===== config.mk =====
export PLATFORM = sky130hd
export DESIGN_NAME = ifm_feeder_8
export DESIGN_NICKNAME = d
export VERILOG_FILES = /design/src/rtl/ifm_feeder_8.sv
export SDC_FILE = /design/constraint.sdc
export NUM_CORES = 1
export LEC_CHECK = 0
export CAP_MARGIN = 20
export CORE_MARGIN = 4
export CORE_UTILIZATION = 56
export CTS_CLUSTER_SIZE = 40
export DETAILED_ROUTE_END_ITERATION = 7
export HOLD_SLACK_MARGIN = 0.03
export PLACE_DENSITY = 0.84
export SKIP_LAST_GASP = 1
export SYNTH_ARGS = -nofsm -noshare
export SYNTH_HDL_FRONTEND = slang
export SYNTH_SLANG_ARGS = --single-unit

===== constraint.sdc =====
create_clock -name clk -period 4.4 [get_ports clk]
set_input_delay 0.66 -clock clk [delete_from_list [all_inputs] [get_ports clk]]
set_output_delay 0.66 -clock clk [all_outputs]
set_load 0.005 [all_outputs]

===== src/rtl/ifm_feeder_8.sv =====
// ifm_feeder_8: input-feature feeder for the 8-bit binary-serial systolic array.
// One HEIGHT-wide vector is accepted per handshake. Each operand is held for SDEPTH
// serial cycles. Row h sees the row-0 timing delayed by h cycles, so the operands
// enter the array as a diagonal wavefront.
// rst_n is active-high despite its name: a 1 sampled on a clk edge resets the block.
module ifm_feeder_8 #(
  parameter int HEIGHT = 8,
  parameter int IWIDTH = 8,
  parameter int SDEPTH = 8
) (
  input  logic                     clk,
  input  logic                     rst_n,
  input  logic                     in_valid,
  output logic                     in_ready,
  input  logic signed [IWIDTH-1:0] in_data [HEIGHT],
  input  logic                     in_first,
  input  logic                     in_last,
  output logic signed [IWIDTH-1:0] ifm [HEIGHT],
  output logic [HEIGHT-1:0]        en_i,
  output logic [HEIGHT-1:0]        clr_i,
  output logic [HEIGHT-1:0]        mac_done,
  output logic                     busy,
  output logic                     tile_done
);

  localparam int CW = (SDEPTH > 1) ? $clog2(SDEPTH) : 1;
  localparam logic [CW-1:0] CNT_LAST = CW'(SDEPTH - 1);

  typedef enum logic {IDLE, HOLD} state_t;

  state_t          r_state;
  state_t          w_stateNext;
  logic [CW-1:0]   r_cnt;
  logic [CW-1:0]   w_cntNext;
  logic            r_first;
  logic            r_last;
  logic            w_firstNext;
  logic            w_lastNext;
  logic            w_accept;

  logic signed [IWIDTH-1:0] r_cap [HEIGHT];

  // Bit h of each pipe is the control for row h; bit 0 is the row-0 lane itself.
  logic [HEIGHT-1:0] r_enPipe;
  logic [HEIGHT-1:0] r_clrPipe;
  logic [HEIGHT-1:0] r_mdPipe;
  logic [HEIGHT-1:0] r_lastPipe;
  logic              r_tileDone;

  logic w_en0Next;
  logic w_clr0Next;
  logic w_md0Next;
  logic w_last0Next;

  // Next-state, counter and handshake decode; ready opens only on the final hold cycle.
  always_comb begin
    w_stateNext = r_state;
    w_cntNext   = r_cnt;
    w_firstNext = r_first;
    w_lastNext  = r_last;
    in_ready    = 1'b0;
    w_accept    = 1'b0;
    case (r_state)
      IDLE: begin
        in_ready = 1'b1;
        if (in_valid) begin
          w_accept    = 1'b1;
          w_stateNext = HOLD;
          w_cntNext   = '0;
        end
      end
      HOLD: begin
        if (r_cnt == CNT_LAST) begin
          in_ready  = 1'b1;
          w_cntNext = '0;
          if (in_valid) begin
            w_accept = 1'b1;
          end else begin
            w_stateNext = IDLE;
          end
        end else begin
          w_cntNext = r_cnt + 1'b1;
        end
      end
      default: begin
        w_stateNext = IDLE;
        w_cntNext   = '0;
      end
    endcase
    if (w_accept) begin
      w_firstNext = in_first;
      w_lastNext  = in_last;
    end
  end

  // Row-0 controls are decoded from the next state so the lane registers line up with HOLD.
  assign w_en0Next   = (w_stateNext == HOLD);
  assign w_clr0Next  = w_en0Next && (w_cntNext == '0) && w_firstNext;
  assign w_md0Next   = w_en0Next && (w_cntNext == CNT_LAST);
  assign w_last0Next = w_md0Next && w_lastNext;

  // FSM state, serial counter, control skew pipes and the tile-done pulse.
  always_ff @(posedge clk) begin
    if (rst_n) begin
      r_state    <= IDLE;
      r_cnt      <= '0;
      r_first    <= 1'b0;
      r_last     <= 1'b0;
      r_enPipe   <= '0;
      r_clrPipe  <= '0;
      r_mdPipe   <= '0;
      r_lastPipe <= '0;
      r_tileDone <= 1'b0;
    end else begin
      r_state    <= w_stateNext;
      r_cnt      <= w_cntNext;
      r_first    <= w_firstNext;
      r_last     <= w_lastNext;
      r_enPipe   <= {r_enPipe[HEIGHT-2:0], w_en0Next};
      r_clrPipe  <= {r_clrPipe[HEIGHT-2:0], w_clr0Next};
      r_mdPipe   <= {r_mdPipe[HEIGHT-2:0], w_md0Next};
      r_lastPipe <= {r_lastPipe[HEIGHT-2:0], w_last0Next};
      r_tileDone <= r_lastPipe[HEIGHT-1];
    end
  end

  // Capture every row's operand at acceptance; it stays put for the whole hold window.
  always_ff @(posedge clk) begin
    if (rst_n) begin
      for (int h = 0; h < HEIGHT; h++) begin
        r_cap[h] <= '0;
      end
    end else if (w_accept) begin
      for (int h = 0; h < HEIGHT; h++) begin
        r_cap[h] <= in_data[h];
      end
    end
  end

  // Each row h>0 gets its own h-deep data delay line fed from its captured operand.
  for (genvar h = 0; h < HEIGHT; h++) begin : g_row
    if (h == 0) begin : g_direct
      assign ifm[0] = r_cap[0];
    end else begin : g_dly
      logic signed [IWIDTH-1:0] r_line [0:h-1];

      // Shift row h's operand one stage per cycle toward the array edge.
      always_ff @(posedge clk) begin
        if (rst_n) begin
          for (int k = 0; k < h; k++) begin
            r_line[k] <= '0;
          end
        end else begin
          r_line[0] <= r_cap[h];
          for (int k = 1; k < h; k++) begin
            r_line[k] <= r_line[k-1];
          end
        end
      end

      assign ifm[h] = r_line[h-1];
    end
  end

  assign en_i      = r_enPipe;
  assign clr_i     = r_clrPipe;
  assign mac_done  = r_mdPipe;
  assign tile_done = r_tileDone;
  assign busy      = (r_state == HOLD) || (|r_enPipe);

endmodule


==> reports/qor.txt <==
Clock power frac: 0.437
final slew viol count: 0
layout cells sized above 1: 0.0725
vias per cell: 4.47
final hold viol count: 0
top cell type by total area after synthesis: dfxtp_1
Sink Count: 326
Crit path largest cell delay: 0.53 ns
Yosys warning total: 0
f_max: 0.349 GHz
Min Clock Period, post-route: 2.86 ns
Setup TNS: 0 ns
drc violations: 0
Die ar.: 19700 sq um
Critical Path AT: 2.20 ns
die height: 140 microns
synth unique cells: 29
crit path kind: reg -> out
initial DRC count: 162
data required time of the worst path: 3.74 ns
Sw Pwr: 1.17 mW
drt pass-1 iters: 4
Internal: 4.91 mW
number of CTS-inserted buffers: 30
clk_lat worst skew: 0.53 ns
# Max-Cap Violations: 0
core area: 17200 sq um
Die Wd: 140 microns
num rows: 48
post-synthesis cell count: 749
largest cells by area after synthesis: dfxtp_1 (53%), edfxtp_1 (20%), nor2b_1 (17%)
largest family of logic cells by synthesized area: simple AND/OR/NAND/NOR gates
Worst VDD drop: 0.000340 V
Main synth FF type: dfxtp_1
first-pass GRT wire length: 23100 microns
Flop pwr share: 0.524
CTS root buf: clkbuf_16
post-synthesis mux area share: 0
I/O Pins: 160
period utilization: 0.650
Synth Area per Inst: 13.1 sq um
Sw Ratio: 0.193
Synth Area in Simple Gates: 0.216
share of the synthesized area in the top cell type: 0.535
Clock Skew: 0.00816 ns
Setup violations, final: 0
static leakage: 4.80 nW
post-synthesis adder-cell area fraction: 0.00255
Port-buffer cells: 159
total number of vias: 5016
register area: 7170 sq um
asr flop ratio synth: 0
H-tree levels: 1
vias in the first global route: 5041
Logic pwr share: 0.039
post-synthesis xor/xnor area fraction: 0
compound-cell area share of the yosys netlist: 0.00638
outcome: finished, final reports clean
Resized cells post-CTS: 0
Mapped Nets: 820
Starting Density: 0.569
routability cong.: 0.742
CTS tree: built
Hold WC Path Type: reg -> reg
Crit path top cell by count: ha_1
WL per Instance: 12.5 microns
Max transition margin: 0.442
Hold Buf Count CTS: 0
Fill cells: 1127
crit start category: register
nets: 944
Post-CTS Setup Bufs: 0
sequential-to-total area share from yosys stat: 0.730
antenna violations before repair: 0
synthesized cell area: 9810 sq um
ant diodes: 0
CTS Buffer Depth: 3
Crit path max-delay family: buffers and inverters
routed wire length: 14000 microns
Worst Setup End Kind: output pin
area delta synth->final: 25.9%
Power Density: 492 nW/um^2
Worst-path clk slew: 0.06 ns
Crit Path Max Fanout: 6
Cell Chain, Critical Path: ha_1 -> ha_1 -> and2b_4 -> inv_1 -> clkdlybuf4s50_1
post-route ant nets: 0
RSZ-0062 raised after global routing: no
Seq cells post-synth: 326
Post-synth EDFFs: 64
largest net degree at the start of global routing: 130
Buf/Inv on CP: 2
DPL Wire Length: 8500 microns
Pwr Total: 6.07 mW
CP max-delay cell: clkdlybuf4s50_1
GRT overflow: 0
Worst-Margin Slew: 0.838 ns
multi-input logic area: 2200 sq um
Tot GR Track Use: 0.142
-- per-layer routing --
metal	wire, microns	track usage	part of all wire
met4	445	0.0535	0.032
met5	0	0	0
met1	5250	0.147	0.37
met2	7120	0.259	0.51
met3	1210	0.0539	0.086
-- area by class of cell --
| cell class | instances | share of cell area |
|---|---|---|
| clock buffer | 40 | 0.0757 |
| clock inverter | 16 | 0.0107 |
| inverter | 2 | 0.000608 |
| multi-input combinational | 350 | 0.178 |
| sequential | 326 | 0.580 |
| tap | 225 | 0.0228 |
| timing repair buffer | 163 | 0.132 |
-- cells in the final DEF, fill, tap and decap left out, types with 2 or more instances in the layout --
cell             synthesis  routed
nor2b_1                270     270
dfxtp_1                262     262
clkdlybuf4s50_1          0     158
edfxtp_1                64      64
and2_1                  49      49
clkbuf_16                0      35
clkinv_2                 0      12
nor2_1                   7       7
a21oi_1                  4       4
clkbuf_8                 0       4
buf_4                   33       4
nor4_1                   2       2
a22oi_1                  2       2
nand3_1                  2       2
ha_1                     2       2
bufinv_16                0       2
inv_4                    0       2
-- metrics by stage --
step | hold WS [ns] | instances | utilization | instance area (sq um) | worst slack (ns)
after CTS | 0.435 | 1122 | 0.717 | 12400 | 1.51
after global routing | 0.447 | 1122 | 0.717 | 12400 | 1.37
after floorplan | 0.414 | 749 | - | 9810 | 1.38
final | 0.431 | 1122 | 0.717 | 12400 | 1.54
after global placement | 0.416 | 1066 | 0.655 | 11300 | 1.91
after detailed placement | 0.420 | 1066 | 0.655 | 11300 | 1.87
-- cell families after synthesis --
kind of cell,count (synthesis)
and+or+nand+nor,338
DFF,326
buffers and inverters,73
AOI/OAI and AO/OA,10
adders and majority gates,2
-- power by group through the flow --
stage | clock, mW | combinational, mW | sequential (mW)
after detailed placement | 0 | 0.241 | 3.25
final | 2.66 | 0.238 | 3.18
after global routing | 2.84 | 0.264 | 3.19
after global placement | 0 | 0.235 | 3.24
after floorplan | 0 | 0.141 | 3.24
after CTS | 2.72 | 0.243 | 3.18
-- synthesized netlist by cell type (2+ instances only) --
cell      count
ha_1          2
nor4_1        2
edfxtp_1     64
a22oi_1       2
clkbuf_1     27
buf_2         3
nor2b_1     270
nor2_1        7
a21oi_1       4
dfxtp_1     262
nand3_1       2
buf_6         5
and2_1       49
buf_4        33
clkbuf_2      3
-- state kept, by name, summed over array words and instances (netlist names) --
register            cells
mac_done                8
r_cnt                   3
r_first                 1
clr_i                   8
g_row.g_dly.r_line    224
r_last                  1
en_i                    8
r_lastPipe              8
tile_done               1
r_cap                  64
-- path summary, 6_finish.rpt --
kind	slack [ns]	from	end	cells after the start
worst max-delay path	1.54	r_cnt[0]	in_ready	5
worst max register to register	2.05	r_cnt[0]	r_cap[0][37]	6
worst min-delay path	0.43	g_row[5].g_dly.r_line[0][24]	g_row[5].g_dly.r_line[0][32]	1
worst min register to register	0.43	g_row[5].g_dly.r_line[0][24]	g_row[5].g_dly.r_line[0][32]	1
(Power assumes the default switching activity.)
